## src/rtl/cpu_types_pkg.sv

```systemverilog
// Shared CPU/memory types: word and RAM handshake state, plus arbiter state and owner kind.
package cpu_types_pkg;

    localparam int WORD_W = 32;

    typedef logic [WORD_W-1:0] word_t;

    typedef enum logic [1:0] {FREE, BUSY, ACCESS, ERROR} ramstate_t;

    typedef enum logic {IDLE, GRANT} arb_state_t;

    typedef enum logic {KIND_I, KIND_D} arb_kind_t;

endpackage

```

## src/rtl/rr_pick2.sv

```systemverilog
// Two-way round-robin pick: when both request, pick the one that was not served last.
module rr_pick2 (
    input  logic [1:0] req,
    input  logic       last,
    output logic       pick
);

    always_comb begin
        if (req == 2'b11) pick = ~last;
        else              pick = req[1];
    end

endmodule

```

## src/rtl/mem_arbiter.sv

```systemverilog
// Two-CPU arbiter for a single RAM: data before instruction, round-robin per class,
// data owners hold the RAM for a two-word block.
//
//  state | meaning
//  IDLE  | RAM undriven; arbitrate pending requests, register owner
//  GRANT | RAM driven from owner; wait released on ACCESS
module mem_arbiter
    import cpu_types_pkg::*;
#(
    parameter int CPUS = 2
) (
    input  logic                CLK,
    input  logic                RST,
    input  logic [CPUS-1:0]     iREN,
    input  logic [CPUS-1:0]     dREN,
    input  logic [CPUS-1:0]     dWEN,
    input  word_t [CPUS-1:0]    iaddr,
    input  word_t [CPUS-1:0]    daddr,
    input  word_t [CPUS-1:0]    dstore,
    output logic [CPUS-1:0]     iwait,
    output logic [CPUS-1:0]     dwait,
    output word_t [CPUS-1:0]    iload,
    output word_t [CPUS-1:0]    dload,
    output logic                ramREN,
    output logic                ramWEN,
    output word_t               ramaddr,
    output word_t               ramstore,
    input  word_t               ramload,
    input  ramstate_t           ramstate
);

    arb_state_t state, state_n;
    arb_kind_t  owner_kind, owner_kind_n;
    logic       owner_cpu, owner_cpu_n;
    logic       beat, beat_n;
    logic       rr_d, rr_d_n;
    logic       rr_i, rr_i_n;

    logic [CPUS-1:0] dreq;
    logic            pick_d, pick_i;
    logic            owner_en;

    assign dreq = dREN | dWEN;

    always_comb begin
        for (int c = 0; c < CPUS; c++) begin
            iload[c] = ramload;
            dload[c] = ramload;
        end
    end

    rr_pick2 u_pick_d (
        .req  (dreq),
        .last (rr_d),
        .pick (pick_d)
    );

    rr_pick2 u_pick_i (
        .req  (iREN),
        .last (rr_i),
        .pick (pick_i)
    );

    always_ff @(posedge CLK) begin
        if (RST) begin
            state      <= IDLE;
            owner_cpu  <= 1'b0;
            owner_kind <= KIND_I;
            beat       <= 1'b0;
            rr_d       <= 1'b1;
            rr_i       <= 1'b1;
        end else begin
            state      <= state_n;
            owner_cpu  <= owner_cpu_n;
            owner_kind <= owner_kind_n;
            beat       <= beat_n;
            rr_d       <= rr_d_n;
            rr_i       <= rr_i_n;
        end
    end

    always_comb begin
        state_n      = state;
        owner_cpu_n  = owner_cpu;
        owner_kind_n = owner_kind;
        beat_n       = beat;
        rr_d_n       = rr_d;
        rr_i_n       = rr_i;
        ramREN       = 1'b0;
        ramWEN       = 1'b0;
        ramaddr      = '0;
        ramstore     = '0;
        iwait        = '1;
        dwait        = '1;
        owner_en     = (owner_kind == KIND_I) ? iREN[owner_cpu] : dreq[owner_cpu];

        if (state == IDLE) begin
            if (|dreq) begin
                state_n      = GRANT;
                owner_cpu_n  = pick_d;
                owner_kind_n = KIND_D;
                beat_n       = 1'b0;
            end else if (|iREN) begin
                state_n      = GRANT;
                owner_cpu_n  = pick_i;
                owner_kind_n = KIND_I;
                beat_n       = 1'b0;
            end
        end else begin
            // A dropped enable releases the RAM in the same cycle.
            if (owner_en) begin
                if (owner_kind == KIND_I) begin
                    ramREN  = 1'b1;
                    ramaddr = iaddr[owner_cpu];
                end else if (dWEN[owner_cpu]) begin
                    ramWEN   = 1'b1;
                    ramaddr  = daddr[owner_cpu];
                    ramstore = dstore[owner_cpu];
                end else begin
                    ramREN  = 1'b1;
                    ramaddr = daddr[owner_cpu];
                end
            end

            if (ramstate == ACCESS) begin
                if (owner_kind == KIND_I) iwait[owner_cpu] = 1'b0;
                else                      dwait[owner_cpu] = 1'b0;
            end

            if (!owner_en) begin
                state_n = IDLE;
                beat_n  = 1'b0;
            end else if (ramstate == ACCESS) begin
                if (owner_kind == KIND_I) begin
                    state_n = IDLE;
                    rr_i_n  = owner_cpu;
                end else if (!beat) begin
                    beat_n = 1'b1;
                end else begin
                    state_n = IDLE;
                    beat_n  = 1'b0;
                    rr_d_n  = owner_cpu;
                end
            end
        end
    end

endmodule
```

## config.mk

```make
export PLATFORM = sky130hd
export DESIGN_NAME = mem_arbiter
export DESIGN_NICKNAME = d
export VERILOG_FILES = /design/src/rtl/cpu_types_pkg.sv /design/src/rtl/rr_pick2.sv /design/src/rtl/mem_arbiter.sv
export SDC_FILE = /design/constraint.sdc
export NUM_CORES = 1
export LEC_CHECK = 0
export ABC_CLOCK_PERIOD_IN_PS = 2300
export BUFFER_PORTS_ARGS = -buffer_cell sky130_fd_sc_hd__buf_2
export CAP_MARGIN = 20
export CORE_AREA = 4 4 166 168
export CTS_CLUSTER_DIAMETER = 80
export DETAILED_ROUTE_END_ITERATION = 10
export DIE_AREA = 0 0 170 172
export PLACE_DENSITY_LB_ADDON = 0.12
export SLEW_MARGIN = 5
export SYNTH_ARGS = -nofsm -noshare
export SYNTH_HDL_FRONTEND = slang
export SYNTH_SLANG_ARGS = --single-unit
```

## constraint.sdc

```tcl
create_clock -name CLK -period 2.3 [get_ports CLK]
set_input_delay 0.46 -clock CLK [delete_from_list [all_inputs] [get_ports CLK]]
set_output_delay 0.46 -clock CLK [all_outputs]
set_load 0.1 [all_outputs]
```

; Word-level counts from Yosys, hierarchy flattened
; Index checks and enable logic that the tools add are counted.
[op_classes]
magnitude_cmp = 2
eq_ne = 5
reduce_logical = 9
mux = 54
bitwise_logic = 6
[op_table]
columns = cell, count
row1 = 32-bit two-way mux, 13
row2 = 1-bit two-way mux, 34
row3 = 2-bit two-way mux, 6
row4 = "2-bit equality test, second input constant", 3
row5 = 5-bit AND reduction, 1
row6 = 1-bit NOT, 4
row7 = 4-bit AND reduction, 1
row8 = 2-bit OR reduction, 2
row9 = "3-bit by 2-bit != test with 1-bit output, second input constant", 1
row10 = "3-bit != test, second input constant", 1
row11 = 3-bit AND reduction, 1
row12 = 3-bit nonzero test, 1
row13 = "1-bit by 2-bit less-than comparator with 1-bit output, second input constant", 1
row14 = 2-bit NOT, 1
row15 = 2-bit bitwise OR, 1
row16 = 2-bit AND reduction, 1
row17 = 2-bit nonzero test, 1
row18 = 1-bit demux with 1-bit select, 1
row19 = "1-bit greater-or-equal comparator, second input constant", 1
row20 = 1-bit logical AND, 1
[totals]
in_bits = 234
output_inout_bits = 198
register_bits = 6

; Longest topological paths before layout
[logic_depth]
depth_word = 8
mapped_depth = 7
depth_no_buf = 4

; By module
; Synthesis repeated with hierarchy kept, for this count alone.
[hier_totals]
cells_unflattened = 328
hier_area_um2 = 2889.0
[modules_own_cells]
columns = module, cells_per_inst, n_inst, seq_area_each_um2, area_each_um2
row1 = mem_arbiter, 326, 1, 120.1, 2866.5
row2 = rr_pick2, 1, 2, 0.0, 11.3

; Worst setup path after synthesis
; No wires, ideal clock.
[synth_timing]
kind = register to output
start = register owner_cpu
end = output ramaddr[10]
path_stages_with_launch = 6
arrival_time_ns = 2.567
slack_ns = -0.727
cell_sequence = dfxtp_1 -> buf_2 -> nor4bb_1 -> a2111o_1 -> buf_2 -> nor2b_1
[synth_via]
elab_chain_cells = 5
word_cells_on_any_way = 12
cone_classes = 12 x mux
[synth_rtl]
columns = item, line
row1 = "start, declared", mem_arbiter.sv:34  ; logic owner_cpu, owner_cpu_n;
row2 = "start signal, assigned", mem_arbiter.sv:74  ; owner_cpu <= owner_cpu_n;
row3 = 32-bit two-way mux (implied by the code) (tied with other cells) (2 in a row), mem_arbiter.sv:114  ; ramaddr = iaddr[owner_cpu];
row4 = 32-bit two-way mux or 1-bit two-way mux (tied branches), "mem_arbiter.sv:112, mem_arbiter.sv:95"
row5 = 32-bit two-way mux *, mem_arbiter.sv:111  ; if (owner_en) begin
row6 = 32-bit two-way mux *, mem_arbiter.sv:97  ; if (state == IDLE) begin
row7 = "end, declared", mem_arbiter.sv:26  ; output word_t ramaddr,
; Mark *: on every way between the ends. The rest lies on a longest branch, timed or not. The select of a mux whose other input is x is not followed.

; Worst setup path in the final report
[layout_timing]
start = register owner_cpu
end = output ramaddr[29]
; The elaborated chain is that of the path after synthesis.

==> metrics.md <==
| Metric | Value |
|---|---|
| EDFF count, synth | 0 |
| Initial antenna violation count | 3 |
| Die W | 170 um |
| Critical Path RT | around 1800 ps |
| Dpl cell area | around 0.0045 mm^2 |
| Post-CTS Hold Fix Bufs | 0 |
| Crit-path max FO | 7 |
| Post-synthesis mux area share | ~37% |
| Placed insts | 813 |
| Crit path cell chain | nor4bb_4 > buf_4 > a2111o_2 > buf_12 > buf_12 > nor2b_2 > buf_12 |
| Initial Utilization | a little over a tenth |
| Via density | 3.50 |
| Multi-input gate area | between 0.0015 and 0.002 mm^2 |
| Number of global-route vias before repair | 3076 |
| Buffers & Inverters on Critical Path | 4 |
| Pin count of the biggest net entering global routing | 49 |
| Layout fillers | 2829 |
| Critical path type | register to primary output |
| DRT iter0 DRCs | 42 |
| CTS Sinks | 6 |
| Failing checks | setup timing |
| Crit path DAT | between 2000 and 2500 ps |
| Syn avg cell area | between 8 and 9 um^2 |
| Critical path depth | 7 |
| Largest family of logic cells by synthesized area | buffers and inverters |
| PortBufs | between 200 and 300 |
| Yosys Warn Count | 0 |
| RSZ-0062 raised after global routing | yes |
| Nets@finish | just over 700 |
| P per Cell Area | roughly 390 mW/mm^2 |
| Synth Instances | around 330 |
| Post-DP HPWL | 10100 um |
| Design Area, Final | about 0.0052 mm^2 |
| Fraction of layout cells with a size suffix above 1 | 83.3% |
| Max Fclk | 405 MHz |
| Sequential share of the synthesized area | 4.22% |
| Netlist cell types | 30 |
| Die Ht | about 170 um |
| Ys flop type | dfxtp_1 |
| First-pass GRT wire length | roughly 17000 um |
| Post-Layout Cell Count | between 800 and 900 |
| DRC viols | 0 |
| Synth top area share | between 30% and 40% |
| Skew final | about 3.9 ps |
| Die area | roughly 0.029 mm^2 |
| Num CTS Buffers | 3 |
| Cell Area, Synth | ~0.0028 mm^2 |
| Post-synth top cells | 132 x buf_4, 40 x nor2_1, 35 x nor2b_1 |
| CP Launch Type | register |
| Synth Area in XOR/XNOR | 0% |
| Clock Path Buffers | 2 |
| DR WL/cell | between 15 and 20 um |
| CTS H-tree depth | 1 |
| Slew @ Worst Pin | 504 ps |
| Via count | just under 3000 |
| Reg2Reg Depth | 8 |
| TritonCTS clock tree | yes |
| Clock tree root buffer cell | clkbuf_16 |
| Hold slack | between 400 and 500 ps |
| Syn nets | 566 |
| Total power | around 2.0 mW |
| Clock latency on the worst-skew pair | roughly 230 ps |
| Final setup TNS | -4980 ps |
| Max Slew Vio Count | 0 |
| Status | finished with violations |
| Worst R2R Setup Slack | roughly 240 ps |
| Async S/R FF share, synth | 0% |
| Final worst-path setup slack | -170 ps |
| Synth Area in Adders | 0% |
| Crit. End Element | primary output |
| Leak pwr | approximately 2.3 nW |
| Routed Antenna Nets | 0 |
| Most used cell, CP | buf_12 |
| Area growth from synthesis to layout | 82.5% |
| Core Box Area | around 0.026 mm^2 |
| Largest area contributor in the netlist | buf_4 |
| Peak VDD IR | approximately 0.17 mV |
| Reg area | 125 um^2 |
| Placer Congestion | roughly 0.85 |
| First-pass DRT Iterations | 4 |
| Main area contributors after synthesis | buf_4 35%, mux4_2 25%, mux2i_1 12% |
| IO Pins | about 430 |
| Routed WL | 12500 um |
| Post-synthesis compound-gate area fraction | between 4 and 5% |
| Final min period | around 2500 ps |
| Period utilisation layout | 107% |
| Crit-path max cell delay | between 400 and 500 ps |
| Fin. Hold Viols | 0 |
| All-Layer GR Usage | under 10% |
| Hold/Removal Path Class | register to register |
| #FFs+latches synth | 6 |
| GRT overflow | 0 |
| Final core occ | between 20 and 25% |
| Most frequent cell after synthesis | buf_4 |
| CP top delay family | buffers and inverters |
| Pre-CTS setup slack | -234 ps |
| Crit path max-delay cell type | a2111o_2 |
| Max Cap Viol | 0 |
| Simple-Gate Fraction of Synth Area | 16.3% |
| Clock Pin Slew Worst Setup and Hold Paths | around 40 ps |
| Hold Path Depth | 2 |
| Setup violators final | 35 |
| Slew HR | 66.4% |
| Core Rows | 59 |
==> per-layer routing <==
layer	track usage, %	up-vias	part of all wire [%]	routed length (um)
li1	-	1337	-	-
met1	6.72	1301	31	3840
met2	14.7	230	55	6850
met3	2.77	19	13	1660
met4	0.972	4	0.76	95
met5	0	-	0.27	34
==> worst paths after layout <==
| check | end | start |
|---|---|---|
| setup / recovery | ramaddr[29] | owner_cpu |
| setup reg to reg | beat | owner_cpu |
| hold reg to reg | rr_d | rr_d |
| hold / removal | rr_d | rr_d |
==> what timing repair did <==
action	4_1_cts	5_1_grt
resized for setup	38	93
setup buffers	0	3
cloned	0	5
pin swaps	0	2
endpoints found under the setup margin	66	66
==> worst min-delay path, cell delays in order, from the launching register on <==
cell	delay (ps)
dfxtp_1	300
o31ai_1	60
nand2_1	50
==> layout by cell type, fill, tap and decap left out, types with 6 or more instances in the layout <==
master,synthesis,routed
buf_2,10,205
buf_12,0,40
mux2i_1,34,34
nor2_2,0,32
mux4_2,32,32
buf_8,0,32
nor2b_4,0,28
buf_4,132,18
clkbuf_16,0,7
nor2_1,40,6
nand2_1,6,6
==> layout make-up <==
type	instances	area share, %
clock buffers	4	1.52
repair buffers	301	49.4
diodes	1	0.0482
inverters	4	0.289
multi-input cells	175	38.3
flip-flops and latches	6	2.41
well taps	335	8.07
==> registers in the layout, summed over array words and instances, names as in the netlist <==
register and cells:
beat 1, owner_cpu 1, owner_kind 1, rr_d 1, rr_i 1, state 1
==> power by group <==
part,total [mW],switching (mW),internal (mW)
clock,0.288,0.0581,0.230
combinational,1.60,0.879,0.725
sequential,0.120,0.00780,0.113
==> cells by family (layout without fill, tap and decap cells) <==
group           count (synthesis)  count (layout)
other cells                     0               1
mux                            66              66
buf+inv                       151             309
simple gates                   91              91
flops                           6               6
compound gates                 18              18
Power figures use the tool's default switching activity.
